## src/rtl/uart_pkg.sv

```systemverilog
// Shared UART definitions: FSM state encoding and counter-width helper.
package uart_pkg;

    typedef enum logic [2:0] {
        ST_IDLE   = 3'd0,
        ST_START  = 3'd1,
        ST_DATA   = 3'd2,
        ST_PARITY = 3'd3,
        ST_STOP   = 3'd4
    } uart_state_e;

    // Bits needed to hold values 0..n-1, never less than one bit.
    function automatic int unsigned cnt_width(input int unsigned n);
        return (n < 2) ? 1 : $clog2(n);
    endfunction

endpackage

```

## src/rtl/uart_rx_sync.sv

```systemverilog
// rx line conditioning: 2-FF synchroniser, falling-edge detect, 3-sample majority vote.
module uart_rx_sync (
    input  logic clk,
    input  logic reset,
    input  logic rx,
    input  logic cap0,
    input  logic cap1,
    output logic fall,
    output logic vote
);

    logic meta_q, meta_d;
    logic rxs_q, rxs_d;
    logic prev_q, prev_d;
    logic s0_q, s0_d;
    logic s1_q, s1_d;

    // Next-state for synchroniser, edge history and the two early samples.
    always_comb begin
        meta_d = rx;
        rxs_d  = meta_q;
        prev_d = rxs_q;
        s0_d   = cap0 ? rxs_q : s0_q;
        s1_d   = cap1 ? rxs_q : s1_q;
    end

    // All flops reset to the idle-high line level.
    always_ff @(posedge clk or negedge reset) begin
        if (!reset) begin
            meta_q <= 1'b1;
            rxs_q  <= 1'b1;
            prev_q <= 1'b1;
            s0_q   <= 1'b1;
            s1_q   <= 1'b1;
        end else begin
            meta_q <= meta_d;
            rxs_q  <= rxs_d;
            prev_q <= prev_d;
            s0_q   <= s0_d;
            s1_q   <= s1_d;
        end
    end

    // Third sample is the live synchronised level on the resolving tick.
    assign fall = prev_q & ~rxs_q;
    assign vote = (s0_q & s1_q) | (s0_q & rxs_q) | (s1_q & rxs_q);

endmodule

```

## src/rtl/uart_rx_cfg.sv

```systemverilog
// Parametrised UART receiver: FSM, tick/bit counters, shift register, error flags.
module uart_rx_cfg
    import uart_pkg::*;
#(
    parameter int DATA_BITS  = 8,
    parameter int OVERSAMPLE = 16,
    parameter int PARITY_EN  = 0,
    parameter int PARITY_ODD = 0,
    parameter int STOP_BITS  = 1
) (
    input  logic                 clk,
    input  logic                 reset,
    input  logic                 tick,
    input  logic                 rx,
    output logic                 rx_done,
    output logic [DATA_BITS-1:0] rx_data,
    output logic                 parity_err,
    output logic                 frame_err,
    output logic                 busy
);

    localparam int unsigned TW = cnt_width(OVERSAMPLE);
    localparam int unsigned BW = cnt_width((DATA_BITS > STOP_BITS) ? DATA_BITS : STOP_BITS);

    localparam logic [TW-1:0] T_LO  = TW'(OVERSAMPLE / 2 - 1);
    localparam logic [TW-1:0] T_MID = TW'(OVERSAMPLE / 2);
    localparam logic [TW-1:0] T_HI  = TW'(OVERSAMPLE / 2 + 1);
    localparam logic [TW-1:0] T_END = TW'(OVERSAMPLE - 1);
    localparam logic [TW-1:0] T_ONE = TW'(1);
    localparam logic [BW-1:0] B_ONE = BW'(1);
    localparam logic [BW-1:0] B_LST = BW'(DATA_BITS - 1);
    localparam logic [BW-1:0] S_LST = BW'(STOP_BITS - 1);
    localparam logic          ODD   = (PARITY_ODD != 0);

    uart_state_e          state_q, state_d;
    logic [TW-1:0]        tcnt_q, tcnt_d;
    logic [BW-1:0]        bcnt_q, bcnt_d;
    logic [DATA_BITS-1:0] sh_q, sh_d;
    logic                 perr_q, perr_d;
    logic                 ferr_q, ferr_d;
    logic                 rx_done_q, rx_done_d;
    logic [DATA_BITS-1:0] rx_data_q, rx_data_d;
    logic                 parity_err_q, parity_err_d;
    logic                 frame_err_q, frame_err_d;

    logic fall, vote, active, cap0, cap1, resolve, at_end;

    assign active  = (state_q != ST_IDLE);
    assign cap0    = tick && active && (tcnt_q == T_LO);
    assign cap1    = tick && active && (tcnt_q == T_MID);
    assign resolve = tick && (tcnt_q == T_HI);
    assign at_end  = tick && (tcnt_q == T_END);

    uart_rx_sync u_sync (
        .clk   (clk),
        .reset (reset),
        .rx    (rx),
        .cap0  (cap0),
        .cap1  (cap1),
        .fall  (fall),
        .vote  (vote)
    );

    // Frame FSM with counters, shifting, error accumulation and output load.
    always_comb begin
        state_d      = state_q;
        tcnt_d       = tcnt_q;
        bcnt_d       = bcnt_q;
        sh_d         = sh_q;
        perr_d       = perr_q;
        ferr_d       = ferr_q;
        rx_done_d    = 1'b0;
        rx_data_d    = rx_data_q;
        parity_err_d = parity_err_q;
        frame_err_d  = frame_err_q;

        if (tick && active) begin
            tcnt_d = tcnt_q + T_ONE;
        end

        case (state_q)
            ST_IDLE: begin
                tcnt_d = '0;
                bcnt_d = '0;
                if (fall) begin
                    state_d = ST_START;
                    perr_d  = 1'b0;
                    ferr_d  = 1'b0;
                end
            end
            ST_START: begin
                if (resolve && vote) begin
                    state_d = ST_IDLE;
                    tcnt_d  = '0;
                end else if (at_end) begin
                    state_d = ST_DATA;
                    tcnt_d  = '0;
                end
            end
            ST_DATA: begin
                if (resolve) begin
                    sh_d = {vote, sh_q[DATA_BITS-1:1]};
                end
                if (at_end) begin
                    tcnt_d = '0;
                    if (bcnt_q == B_LST) begin
                        bcnt_d  = '0;
                        state_d = (PARITY_EN != 0) ? ST_PARITY : ST_STOP;
                    end else begin
                        bcnt_d = bcnt_q + B_ONE;
                    end
                end
            end
            ST_PARITY: begin
                if (resolve && (vote != ((^sh_q) ^ ODD))) begin
                    perr_d = 1'b1;
                end
                if (at_end) begin
                    tcnt_d  = '0;
                    state_d = ST_STOP;
                end
            end
            ST_STOP: begin
                // The last stop bit finishes at its vote so a following start edge is not missed.
                if (resolve) begin
                    if (!vote) begin
                        ferr_d = 1'b1;
                    end
                    if (bcnt_q == S_LST) begin
                        state_d      = ST_IDLE;
                        tcnt_d       = '0;
                        bcnt_d       = '0;
                        rx_done_d    = 1'b1;
                        rx_data_d    = sh_q;
                        parity_err_d = perr_q;
                        frame_err_d  = ferr_q | ~vote;
                    end
                end else if (at_end) begin
                    tcnt_d = '0;
                    bcnt_d = bcnt_q + B_ONE;
                end
            end
            default: begin
                state_d = ST_IDLE;
                tcnt_d  = '0;
                bcnt_d  = '0;
            end
        endcase
    end

    // State and output registers; reset discards any partial frame.
    always_ff @(posedge clk or negedge reset) begin
        if (!reset) begin
            state_q      <= ST_IDLE;
            tcnt_q       <= '0;
            bcnt_q       <= '0;
            sh_q         <= '0;
            perr_q       <= 1'b0;
            ferr_q       <= 1'b0;
            rx_done_q    <= 1'b0;
            rx_data_q    <= '0;
            parity_err_q <= 1'b0;
            frame_err_q  <= 1'b0;
        end else begin
            state_q      <= state_d;
            tcnt_q       <= tcnt_d;
            bcnt_q       <= bcnt_d;
            sh_q         <= sh_d;
            perr_q       <= perr_d;
            ferr_q       <= ferr_d;
            rx_done_q    <= rx_done_d;
            rx_data_q    <= rx_data_d;
            parity_err_q <= parity_err_d;
            frame_err_q  <= frame_err_d;
        end
    end

    assign rx_done    = rx_done_q;
    assign rx_data    = rx_data_q;
    assign parity_err = parity_err_q;
    assign frame_err  = frame_err_q;
    assign busy       = active;

endmodule

```

## config.mk

```make
export PLATFORM = sky130hd
export DESIGN_NAME = uart_rx_cfg
export DESIGN_NICKNAME = d
export VERILOG_FILES = /design/src/rtl/uart_pkg.sv /design/src/rtl/uart_rx_sync.sv /design/src/rtl/uart_rx_cfg.sv
export SDC_FILE = /design/constraint.sdc
export NUM_CORES = 1
export LEC_CHECK = 0
export CORE_ASPECT_RATIO = 1.2
export CORE_MARGIN = 2
export CORE_UTILIZATION = 48
export CTS_CLUSTER_DIAMETER = 80
export CTS_CLUSTER_SIZE = 25
export DETAILED_ROUTE_END_ITERATION = 8
export PLACE_DENSITY = 0.68
export SETUP_SLACK_MARGIN = 0.5
export SLEW_MARGIN = 10
export SYNTH_ARGS = -nofsm -noshare
export SYNTH_HDL_FRONTEND = slang
export SYNTH_SLANG_ARGS = --single-unit
```

## constraint.sdc

```tcl
create_clock -name clk -period 3.75 [get_ports clk]
set_clock_uncertainty 0.2 [all_clocks]
set_input_delay 0.375 -clock clk [delete_from_list [all_inputs] [get_ports clk]]
set_output_delay 0.375 -clock clk [all_outputs]
set_load 0.02 [all_outputs]
```

==> run metrics <==
total CTS buffers=5; clock latency on the worst-skew pair=290 ps; final hold vios=0; TritonRoute pass-1 iters=4; Die Area=4280 um^2; Initial Util=49.9%; post-route non-filler standard cell count=222; relative slew slack=61.4%; # DRC=0; Startpoint Class=register; Root Buffer=clkbuf_8; ys flop type=dfrtp_1; worst slew pin tran=571 ps; worst path arrival time=1860 ps; CTS max path bufs=2; status=finished clean; # nets final=179; DRT antenna net count=0; Async SR Flop Fraction=100%; final cell utilization of the core=57.9%; Inst Count DP=214; initial antenna violation count=0; initial drt markers=66; area of the core=3630 um^2; GRT Overall Usage=17.6%; Yosys warnings=0; worst stage delay on the critical path=560 ps; TritonCTS clock tree=built; CP Max Fanout=15; RSZ-0062 raised after global routing=no; CP bufs+invs=1; FMAX=0.411 GHz; worst reg2reg setup slack=1490 ps; largest net degree at the start of global routing=37; H-tree Lvls=2; WP data required=3170 ps; Worst-path clk slew=70 ps; first-pass GRT wire length=5600 um; routed vias=1195; row count=24; Avg Cell Area, Syn=12.1 um^2; Critical Path Sink Type=primary output; HPWL after detailed placement=2290 um; Die H=71.3 um; Post-CTS Hold Buffers=0; Layout area overhead=16.0%; gpl congestion=0.886; Post-synth EDFFs=0; synthesized instance count=150; layout cells sized above 1=21.8%; CP Cell Sequence=or3_1 > clkdlybuf4s50_1; Cell Pwr Density=434 nW/um^2; max_cap viols=0; Vias per Instance=5.38; # IOs=16; critical path's slowest cell=clkdlybuf4s50_1; maximum VDD drop=251 uV; hold crit path type=register to register; total nets after synthesis=160; max-slew violation count=0; Syn Std Cell Area=1810 um^2; crit path launch=state_q[0]$_DFFE_PN0P_; post-CTS setup buffer count=0; crit-path leading delay family=buffers and inverters; Setup TNS Final=0 ps; post-CTS sizing=0; leakage power=0.982 nW; # setup viols final=0; die width=60.1 um; Tcrit/Tclk final=64.9%; vias in the first global route=1264; Crit Path Class=register to primary output; n_diodes=0; Synth cell types=36; WHS=157 ps; total gr overflow=0; r2r startpoint=tcnt_q[1]$_DFF_PN0_; Synth Register Bits=36; drt total wl=3260 um; post-synthesis sequential area ratio=50.1%; Port Buffers=15; Clock Sinks=36; min Tclk post-route=2430 ps; Worst Hold Launch=u_sync.meta_q$_DFF_PN1_; WL/cell=14.7 um
-- Yosys cell counts (2+ instances only) --
cell,number,area (um^2)
or3_1,2,12.5
mux2_4,7,105
nor2b_1,4,25.0
nor2_1,8,30.0
nor3_1,4,20.0
o21ai_0,3,15.0
o2111ai_1,2,17.5
inv_1,8,30.0
clkbuf_1,2,7.51
dfstp_2,5,131
nor3b_1,4,30.0
nand3_1,4,20.0
a21oi_1,7,35.0
xnor2_1,10,87.6
mux2_2,15,169
ha_1,6,75.1
dfrtp_1,31,776
nand2_1,8,30.0
o31ai_1,3,22.5
-- layout make-up --
cell class | instances | area (um^2)
inverters | 8 | 30.0
repair buffers | 16 | 158
multi-input cells | 102 | 852
flip-flops and latches | 36 | 907
clock buffers | 8 | 90.1
well taps | 52 | 65.1
fillers | 323 | 1530
-- path summary, 6_finish.rpt --
check / cells after the start / to
min in group asynchronous: 2 / tcnt_q[2]$_DFF_PN0_
worst max-delay path: 2 / busy
worst min-delay path: 0 / u_sync.prev_d$_DFF_PN1_
max in group asynchronous: 2 / u_sync.s1_q$_DFFE_PN1P_
worst max register to register: 5 / rx_data[6]$_DFFE_PN0P_
worst min register to register: 0 / u_sync.prev_d$_DFF_PN1_
-- power by group --
| part | switching [mW] | total, mW | internal, mW |
|---|---|---|---|
| Clock | 0.133 | 0.282 | 0.150 |
| Combinational | 0.0893 | 0.166 | 0.0765 |
| Sequential | 0.0380 | 0.463 | 0.425 |
-- metrics by stage --
step / setup slack, ps / power [mW] / area [um^2]
after floorplan: 1640 / 0.586 / 1810
after detailed placement: 1220 / 0.636 / 2010
after CTS: 1310 / 0.921 / 2100
final: 1320 / 0.911 / 2100
after global routing: 1220 / 0.962 / 2100
after global placement: 1250 / 0.628 / 2010
-- registers in the layout (all words and copies together), names as in the netlist, 3 cells and up --
name / cells
rx_data: 8
sh_q: 8
tcnt_q: 4
bcnt_q: 3
state_q: 3
-- cells by family after synthesis --
logic type               count (synthesis)  share of synthesized area (%)
AND/OR/NAND/NOR                         39                           12.6
flip-flops                              36                           50.1
AO/OA/AOI/OAI                           23                           8.56
multiplexers                            22                           15.1
buffers and inverters                   12                           2.90
XOR/XNOR                                11                           6.08
adder cells (fa/ha/maj)                  7                           4.70
-- routing by layer --
metal	part of all wire (%)	GRT usage (%)	up-vias	wire, um
met5	0	0	-	0
met4	2.3	7.41	0	74
met3	3.7	4.69	9	122
met2	53	29.3	29	1710
met1	41	21.1	592	1350
li1	-	-	565	-
-- cells in the final DEF, fill, tap and decap left out, types with 2 or more instances in the layout --
cell type,instances
nor3b_1,4
mux2_4,7
xnor2_1,10
mux2_2,15
nor2_1,8
o31ai_1,3
inv_1,8
clkbuf_8,6
nand3_1,4
o21ai_0,3
dfrtp_1,31
dfstp_2,5
o2111ai_1,2
nand2_1,8
nor3_1,4
nor2b_1,4
ha_1,6
clkbuf_1,2
a21oi_1,7
or3_1,2
clkdlybuf4s50_1,15
Note: power is estimated with default switching activity, not from simulation.
